### config.mk
export PLATFORM = sky130hd
export DESIGN_NAME = timer_sched_ctrl
export DESIGN_NICKNAME = d
export VERILOG_FILES = /design/src/rtl/timer_sched_ctrl.sv
export SDC_FILE = /design/constraint.sdc
export NUM_CORES = 1
export LEC_CHECK = 0
export CAP_MARGIN = 0
export CORE_MARGIN = 10
export CORE_UTILIZATION = 36
export CTS_CLUSTER_SIZE = 10
export DETAILED_ROUTE_END_ITERATION = 8
export PLACE_DENSITY = 0.85
export RECOVER_POWER = 100
export SYNTH_ARGS = -nofsm -noshare
export SYNTH_HDL_FRONTEND = slang
export SYNTH_SLANG_ARGS = --single-unit
### constraint.sdc
create_clock -name clk -period 2.4 [get_ports clk]
set_input_delay 0.72 -clock clk [delete_from_list [all_inputs] [get_ports clk]]
set_output_delay 0.72 -clock clk [all_outputs]
set_load 0.01 [all_outputs]
### src/rtl/timer_sched_ctrl.sv
// Shares one hardware timer among NUM_REQ requesters.
// Round-robin grant, start/ack/run sequencing, completion report.
module timer_sched_ctrl #(
  parameter int NUM_REQ     = 4,
  parameter int TIMER_WIDTH = 32,
  parameter int ACK_TIMEOUT = 16
) (
  input  logic                           clk,
  input  logic                           rst_n,
  input  logic [NUM_REQ-1:0]             req_valid,
  input  logic [NUM_REQ*TIMER_WIDTH-1:0] req_load,
  output logic [NUM_REQ-1:0]             req_ready,
  input  logic [NUM_REQ-1:0]             cancel,
  input  logic                           hold,
  output logic [TIMER_WIDTH-1:0]         tmr_load,
  output logic                           tmr_start,
  output logic                           tmr_stop,
  output logic                           tmr_pause,
  input  logic [TIMER_WIDTH-1:0]         tmr_value,
  input  logic                           tmr_overflow,
  input  logic                           tmr_match,
  input  logic                           tmr_active,
  output logic                           done_valid,
  input  logic                           done_ready,
  output logic [$clog2(NUM_REQ)-1:0]     done_id,
  output logic [1:0]                     done_status,
  output logic [TIMER_WIDTH-1:0]         done_value,
  output logic                           busy
);

  localparam int IDW = $clog2(NUM_REQ);
  localparam int IW  = IDW + 1;
  localparam int CW  = $clog2(ACK_TIMEOUT) + 1;

  typedef enum logic [2:0] {
    IDLE, START, ACK, RUN, DONE
  } state_t;

  state_t state, state_n;

  logic [IDW-1:0]         last_grant, last_grant_n;
  logic [IDW-1:0]         owner, owner_n;
  logic [CW-1:0]          ack_cnt, ack_cnt_n;
  logic [NUM_REQ-1:0]     req_ready_n;
  logic [TIMER_WIDTH-1:0] tmr_load_n;
  logic                   start_n, stop_n, pause_n;
  logic                   done_valid_n;
  logic [IDW-1:0]         done_id_n;
  logic [1:0]             done_status_n;
  logic [TIMER_WIDTH-1:0] done_value_n;
  logic                   fin;
  logic [1:0]             fin_status;

  logic           gnt_found;
  logic [IDW-1:0] gnt_idx;
  logic [IW-1:0]  cand;

  // Search starts one past the last winner so every requester gets a turn.
  always_comb begin
    gnt_found = 1'b0;
    gnt_idx   = '0;
    cand      = '0;
    for (int k = 1; k <= NUM_REQ; k++) begin
      cand = IW'(last_grant) + IW'(k);
      if (cand >= IW'(NUM_REQ))
        cand = cand - IW'(NUM_REQ);
      if (!gnt_found && req_valid[cand[IDW-1:0]]) begin
        gnt_found = 1'b1;
        gnt_idx   = cand[IDW-1:0];
      end
    end
  end

  always_comb begin
    state_n       = state;
    last_grant_n  = last_grant;
    owner_n       = owner;
    ack_cnt_n     = ack_cnt;
    req_ready_n   = '0;
    tmr_load_n    = tmr_load;
    start_n       = 1'b0;
    stop_n        = 1'b0;
    pause_n       = 1'b0;
    done_valid_n  = done_valid;
    done_id_n     = done_id;
    done_status_n = done_status;
    done_value_n  = done_value;
    fin           = 1'b0;
    fin_status    = 2'b00;
    unique case (state)
      IDLE: begin
        if (gnt_found && !tmr_active) begin
          req_ready_n[gnt_idx] = 1'b1;
          tmr_load_n = req_load[int'(gnt_idx)*TIMER_WIDTH +: TIMER_WIDTH];
          owner_n      = gnt_idx;
          last_grant_n = gnt_idx;
          start_n      = 1'b1;
          state_n      = START;
        end
      end
      START: begin
        ack_cnt_n = '0;
        state_n   = ACK;
      end
      ACK: begin
        if (tmr_active) begin
          state_n = RUN;
        end else if (ack_cnt == CW'(ACK_TIMEOUT - 1)) begin
          fin        = 1'b1;
          fin_status = 2'b11;
          stop_n     = 1'b1;
        end else begin
          ack_cnt_n = ack_cnt + 1'b1;
        end
      end
      RUN: begin
        pause_n = hold;
        if (cancel[owner]) begin
          fin        = 1'b1;
          fin_status = 2'b10;
          stop_n     = 1'b1;
        end else if (tmr_overflow) begin
          // Timer has already halted itself; no stop needed.
          fin        = 1'b1;
          fin_status = 2'b01;
        end else if (tmr_match) begin
          fin        = 1'b1;
          fin_status = 2'b00;
          stop_n     = 1'b1;
        end
      end
      DONE: begin
        if (done_ready) begin
          done_valid_n = 1'b0;
          state_n      = IDLE;
        end
      end
      default: state_n = IDLE;
    endcase
    if (fin) begin
      state_n       = DONE;
      done_valid_n  = 1'b1;
      done_id_n     = owner;
      done_status_n = fin_status;
      done_value_n  = tmr_value;
      pause_n       = 1'b0;
    end
  end

  always_ff @(posedge clk or negedge rst_n) begin
    if (!rst_n) begin
      state       <= IDLE;
      last_grant  <= IDW'(NUM_REQ - 1);
      owner       <= '0;
      ack_cnt     <= '0;
      req_ready   <= '0;
      tmr_load    <= '0;
      tmr_start   <= 1'b0;
      tmr_stop    <= 1'b0;
      tmr_pause   <= 1'b0;
      done_valid  <= 1'b0;
      done_id     <= '0;
      done_status <= 2'b00;
      done_value  <= '0;
      busy        <= 1'b0;
    end else begin
      state       <= state_n;
      last_grant  <= last_grant_n;
      owner       <= owner_n;
      ack_cnt     <= ack_cnt_n;
      req_ready   <= req_ready_n;
      tmr_load    <= tmr_load_n;
      tmr_start   <= start_n;
      tmr_stop    <= stop_n;
      tmr_pause   <= pause_n;
      done_valid  <= done_valid_n;
      done_id     <= done_id_n;
      done_status <= done_status_n;
      done_value  <= done_value_n;
      busy        <= (state_n != IDLE);
    end
  end

endmodule

==> qor_table.md <==
| Item | Reported | Unit |
|---|---|---|
| Run status | finished with violations | - |
| Failing checks | max-capacitance violations, max-slew violations | - |
| # DRC | 0 | - |
| Worst r2r dst | ack_cnt[1] | - |
| Switching power as a share of total power | 36.0 | % |
| Cells after synthesis | 442 | - |
| Total standard cell area after synthesis | 0.00484 | mm² |
| Signed area change from the synthesized netlist to the final layout | 71.8 | % |
| Most instantiated library cell after synthesis | sky130_fd_sc_hd__dfrtp_1 | - |
| Fmax | 426 | MHz |
| Combined area of the multi-input logic cells | 0.00253 | mm² |
| Share of total power in combinational logic | 53.8 | % |
| Count of buffering cells on the critical path with inverters included | 4 | - |
| Pin count of the biggest net entering global routing | 62 | - |
| Maximum level of the CTS H-tree | 3 | - |
| Number of buffers inserted during clock tree synthesis | 9 | - |
| Fraction of synthesized cell area taken by the top area cell type | 45.0 | % |
| FF/Latch Area | 0.00223 | mm² |
| Routed wire length | 18900 | µm |
| Flop2flop setup slack | 0.17 | ns |
| Boundary Pins | 252 | - |
| Vias per inst | 5.49 | - |
| Peak supply drop | 0.466 | mV |
| Placeable core region | 0.0132 | mm² |
| Crit share post-route | 97.8 | % |
| FF+latch count, synth | 89 | - |
| Post-synth EDFFs | 0 | - |
| Category of the most critical setup path | in -> reg | - |
| Antenna viol nets, final | 0 | - |
| Share of flip-flops with an asynchronous set or reset after synthesis | 100 | % |
| Cell depth of the worst setup path | 9 | - |
| Switching power | 3140 | µW |
| TritonCTS clock tree | done | - |
| Unique masters post-synth | 46 | - |
| Placed Cells incl. Taps | 868 | - |
| End point of the critical path | tmr_load[19] | - |
| Data required time at the worst endpoint | 2.62 | ns |
| Sort of element at the end of the critical path | flip-flop | - |
| Horizontal die dimension | 136 | µm |
| Clock Power Share | 17.0 | % |
| Clock skew after layout | 0.00824 | ns |
| Initial core utilization | 36.7 | % |
| Largest stage delay on the critical path | 0.52 | ns |
| Clock transition at path regs | 0.07 | ns |
| Final Instance Count excl. Fillers | 893 | - |
| Insertion delay to the later sink of the worst-skew pair | 0.34 | ns |
| Total internal power | 5590 | µW |
| Leakage power summed over all cells | 0.00356 | µW |
| Initial antenna violation count | 0 | - |
| Ys Warns | 0 | - |
| Number of antenna repair diodes | 0 | - |
| Endpoints failing setup | 0 | - |
| Worst slew pin tran | 1.77 | ns |
| DIE HEIGHT | 136 | µm |
| Number of nets in the layout | 889 | - |
| Cell with the biggest individual delay on the critical path | sky130_fd_sc_hd__clkdlybuf4s50_1 | - |
| Top FF cell, synth | sky130_fd_sc_hd__dfrtp_1 | - |
| Cell family contributing the most delay on the critical path | buffers and inverters | - |
| Maximum fanout encountered on the critical timing path | 9 | - |
| Final weighted congestion in routability-driven placement | 0.792 | - |
| Arrival time reported for the critical path endpoint | 2.56 | ns |
| Tot GR Track Use | 19.9 | % |
| Yosys top cell by area | sky130_fd_sc_hd__dfrtp_1 | - |
| CTS max path bufs | 2 | - |
| CTS Sinks | 89 | - |
| Max-slew headroom at the worst pin | -18.3 | % |
| Final global-route overflow total | 0 | - |
| Number of global-route vias before repair | 5470 | - |
| Total of fill cells in the finished design | 1037 | - |
| Cell chosen for the clock root | sky130_fd_sc_hd__clkbuf_16 | - |
| WL per Instance | 21.2 | µm |
| Synth cell count leaders | 87 x sky130_fd_sc_hd__dfrtp_1, 45 x sky130_fd_sc_hd__nand2_1, 34 x sky130_fd_sc_hd__nand4_1 | - |
| Number of violations reported at the end of detailed-routing iteration 0 | 373 | - |
| Fraction of layout cells with a size suffix above 1 | 20.5 | % |
| R2R Path Start | ack_cnt[0] | - |
| HPWL after DPL | 13700 | µm |
| Worst-path cell chain | clkdlybuf4s50_1 > buf_4 > nor2b_1 > o21a_1 > nor3_4 > buf_4 > buf_12 > mux2i_1 > o211ai_1 | - |
| Die area | 0.0185 | mm² |
| Number of buffer cells added on primary ports | 251 | - |
| Seq/Total Area, Yosys | 46.0 | % |
| Count of max-cap constraint violations | 1 | - |
| First-pass GRT wire length | 29300 | µm |
| Mean Syn Cell Area | 11.0 | µm² |
| Time the final worst path needs with I/O delays and setup | 2.35 | ns |
| Total number of vias | 4906 | - |
| Hold Violations, Final | 0 | - |
| Worst Setup Start Kind | input port | - |
| Synth Net Count | 619 | - |
| Worst reg2reg path depth | 8 | - |
| Total of hold buffers inserted after clock tree synthesis | 0 | - |
| Hold crit path type | reg -> reg | - |
| Areal power density over the cells | 1050 | mW/mm² |
| Sequential fraction of design power | 29.2 | % |
| Max Transition Viols Final | 29 | - |
| Worst setup path startpoint | req_valid[0] | - |
| Worst path most repeated cell | sky130_fd_sc_hd__buf_4 | - |
| Biggest area contributors in the synthesized netlist | sky130_fd_sc_hd__dfrtp_1 45%, sky130_fd_sc_hd__a21bo_2 6.6%, sky130_fd_sc_hd__mux2i_1 6.6% | - |
| FP Rows | 42 | - |
| Fin util | 63.1 | % |
| Router iterations before antenna repair | 5 | - |
==> placed cells by master (no fill, tap or decap), types with 9 or more instances in the layout <==
cell                                n
sky130_fd_sc_hd__a21bo_2           32
sky130_fd_sc_hd__buf_12            11
sky130_fd_sc_hd__buf_4             29
sky130_fd_sc_hd__clkbuf_16          9
sky130_fd_sc_hd__clkdlybuf4s50_1  172
sky130_fd_sc_hd__dfrtp_1           87
sky130_fd_sc_hd__dlygate4sd3_1     77
sky130_fd_sc_hd__mux2_2            19
sky130_fd_sc_hd__mux2_4            12
sky130_fd_sc_hd__mux2i_1           27
sky130_fd_sc_hd__nand2_1           44
sky130_fd_sc_hd__nand4_1           34
sky130_fd_sc_hd__nor2_1            13
sky130_fd_sc_hd__o211ai_1          33
sky130_fd_sc_hd__o21ai_0           10
sky130_fd_sc_hd__o31ai_1           32
==> worst register-to-register path: stages, from the launching register on <==
cell and delay, ns:
sky130_fd_sc_hd__dfrtp_1 0.41, sky130_fd_sc_hd__ha_1 0.22, sky130_fd_sc_hd__and3_1 0.18, sky130_fd_sc_hd__ha_1 0.20, sky130_fd_sc_hd__or4b_1 0.53, sky130_fd_sc_hd__a21oi_4 0.22, sky130_fd_sc_hd__clkbuf_1 0.16, sky130_fd_sc_hd__nand4_1 0.10
sky130_fd_sc_hd__o21ai_0 0.11
==> through the flow <==
step                setup WS, ns  power (µW)  area (µm²)  setup TNS [ns]  hold WS (ns)
finish                    0.0525        8730        8320               0         0.492
global route            -0.00298        9240        8320        -0.00298         0.511
CTS                     0.000554        8960        8240               0         0.321
detailed placement        -0.759        7250        7800          -36.99         0.480
global placement          -0.635        7090        7800          -32.19         0.470
floorplan                  0.124        4890        4840               0         0.424
==> how the worst min path moves through the flow <==
stage                               from        endpoint  slack (ns)  cells past startpoint
final                         done_valid      done_valid        0.49                      1
after global placement        done_valid      done_valid        0.47                      1
after floorplan                    rst_n      ack_cnt[0]        0.42                      0
after detailed placement      done_valid      done_valid        0.48                      1
after global routing      done_value[10]  done_value[10]        0.51                      1
after CTS                          rst_n  done_value[10]        0.32                      1
==> metal layers <==
layer	GRT usage, %	part of all wire (%)	vias up
met5	0	0	-
met4	9.47	3.8	0
met3	5.09	7.8	58
met2	33.3	50	257
met1	23.3	39	2385
li1	-	-	2206
==> state kept, by name (all words and copies together), names as in the netlist <==
signal / count
done_id: 2
done_valid: 1
last_grant: 2
tmr_stop: 1
state: 3
tmr_start: 1
busy: 1
ack_cnt: 5
done_value: 32
tmr_pause: 1
done_status: 2
req_ready: 4
tmr_load: 32
owner: 2
==> cells by family after synthesis <==
logic type / share of synthesized area [%]
AO/OA/AOI/OAI: 20.3
AND/OR/NAND/NOR: 12.3
flip-flops: 46.0
multiplexers: 16.5
buffers and inverters: 4.03
XOR/XNOR: 0.362
adder cells (fa/ha/maj): 0.517
==> timing repair <==
item / 4_1_cts / 5_1_grt
endpoints found under the setup margin: 40 / 36
cloned: 3 / 0
gates resized for setup: 14 / 15
pin swaps: 1 / 2
hold endpoints to repair: 0 / 0
buffers inserted: 1 / 5
==> power by group through the flow <==
| stage | registers (µW) | logic, µW | clock network [µW] |
|---|---|---|---|
| after global placement | 2560 | 4530 | 0 |
| final | 2550 | 4700 | 1480 |
| after CTS | 2580 | 4870 | 1510 |
| after detailed placement | 2590 | 4660 | 0 |
| after global routing | 2630 | 5030 | 1580 |
| after floorplan | 2820 | 2070 | 0 |
==> cell type report <==
cell class              count  share of cell area, %
repair buffers            296                   36.3
multi-input cells         313                   30.4
flip-flops and latches     89                   26.8
clock buffers              11                   3.04
well taps                 176                   2.65
clock inverters             5                  0.737
inverters                   3                  0.135
Power figures use the tool's default switching activity.
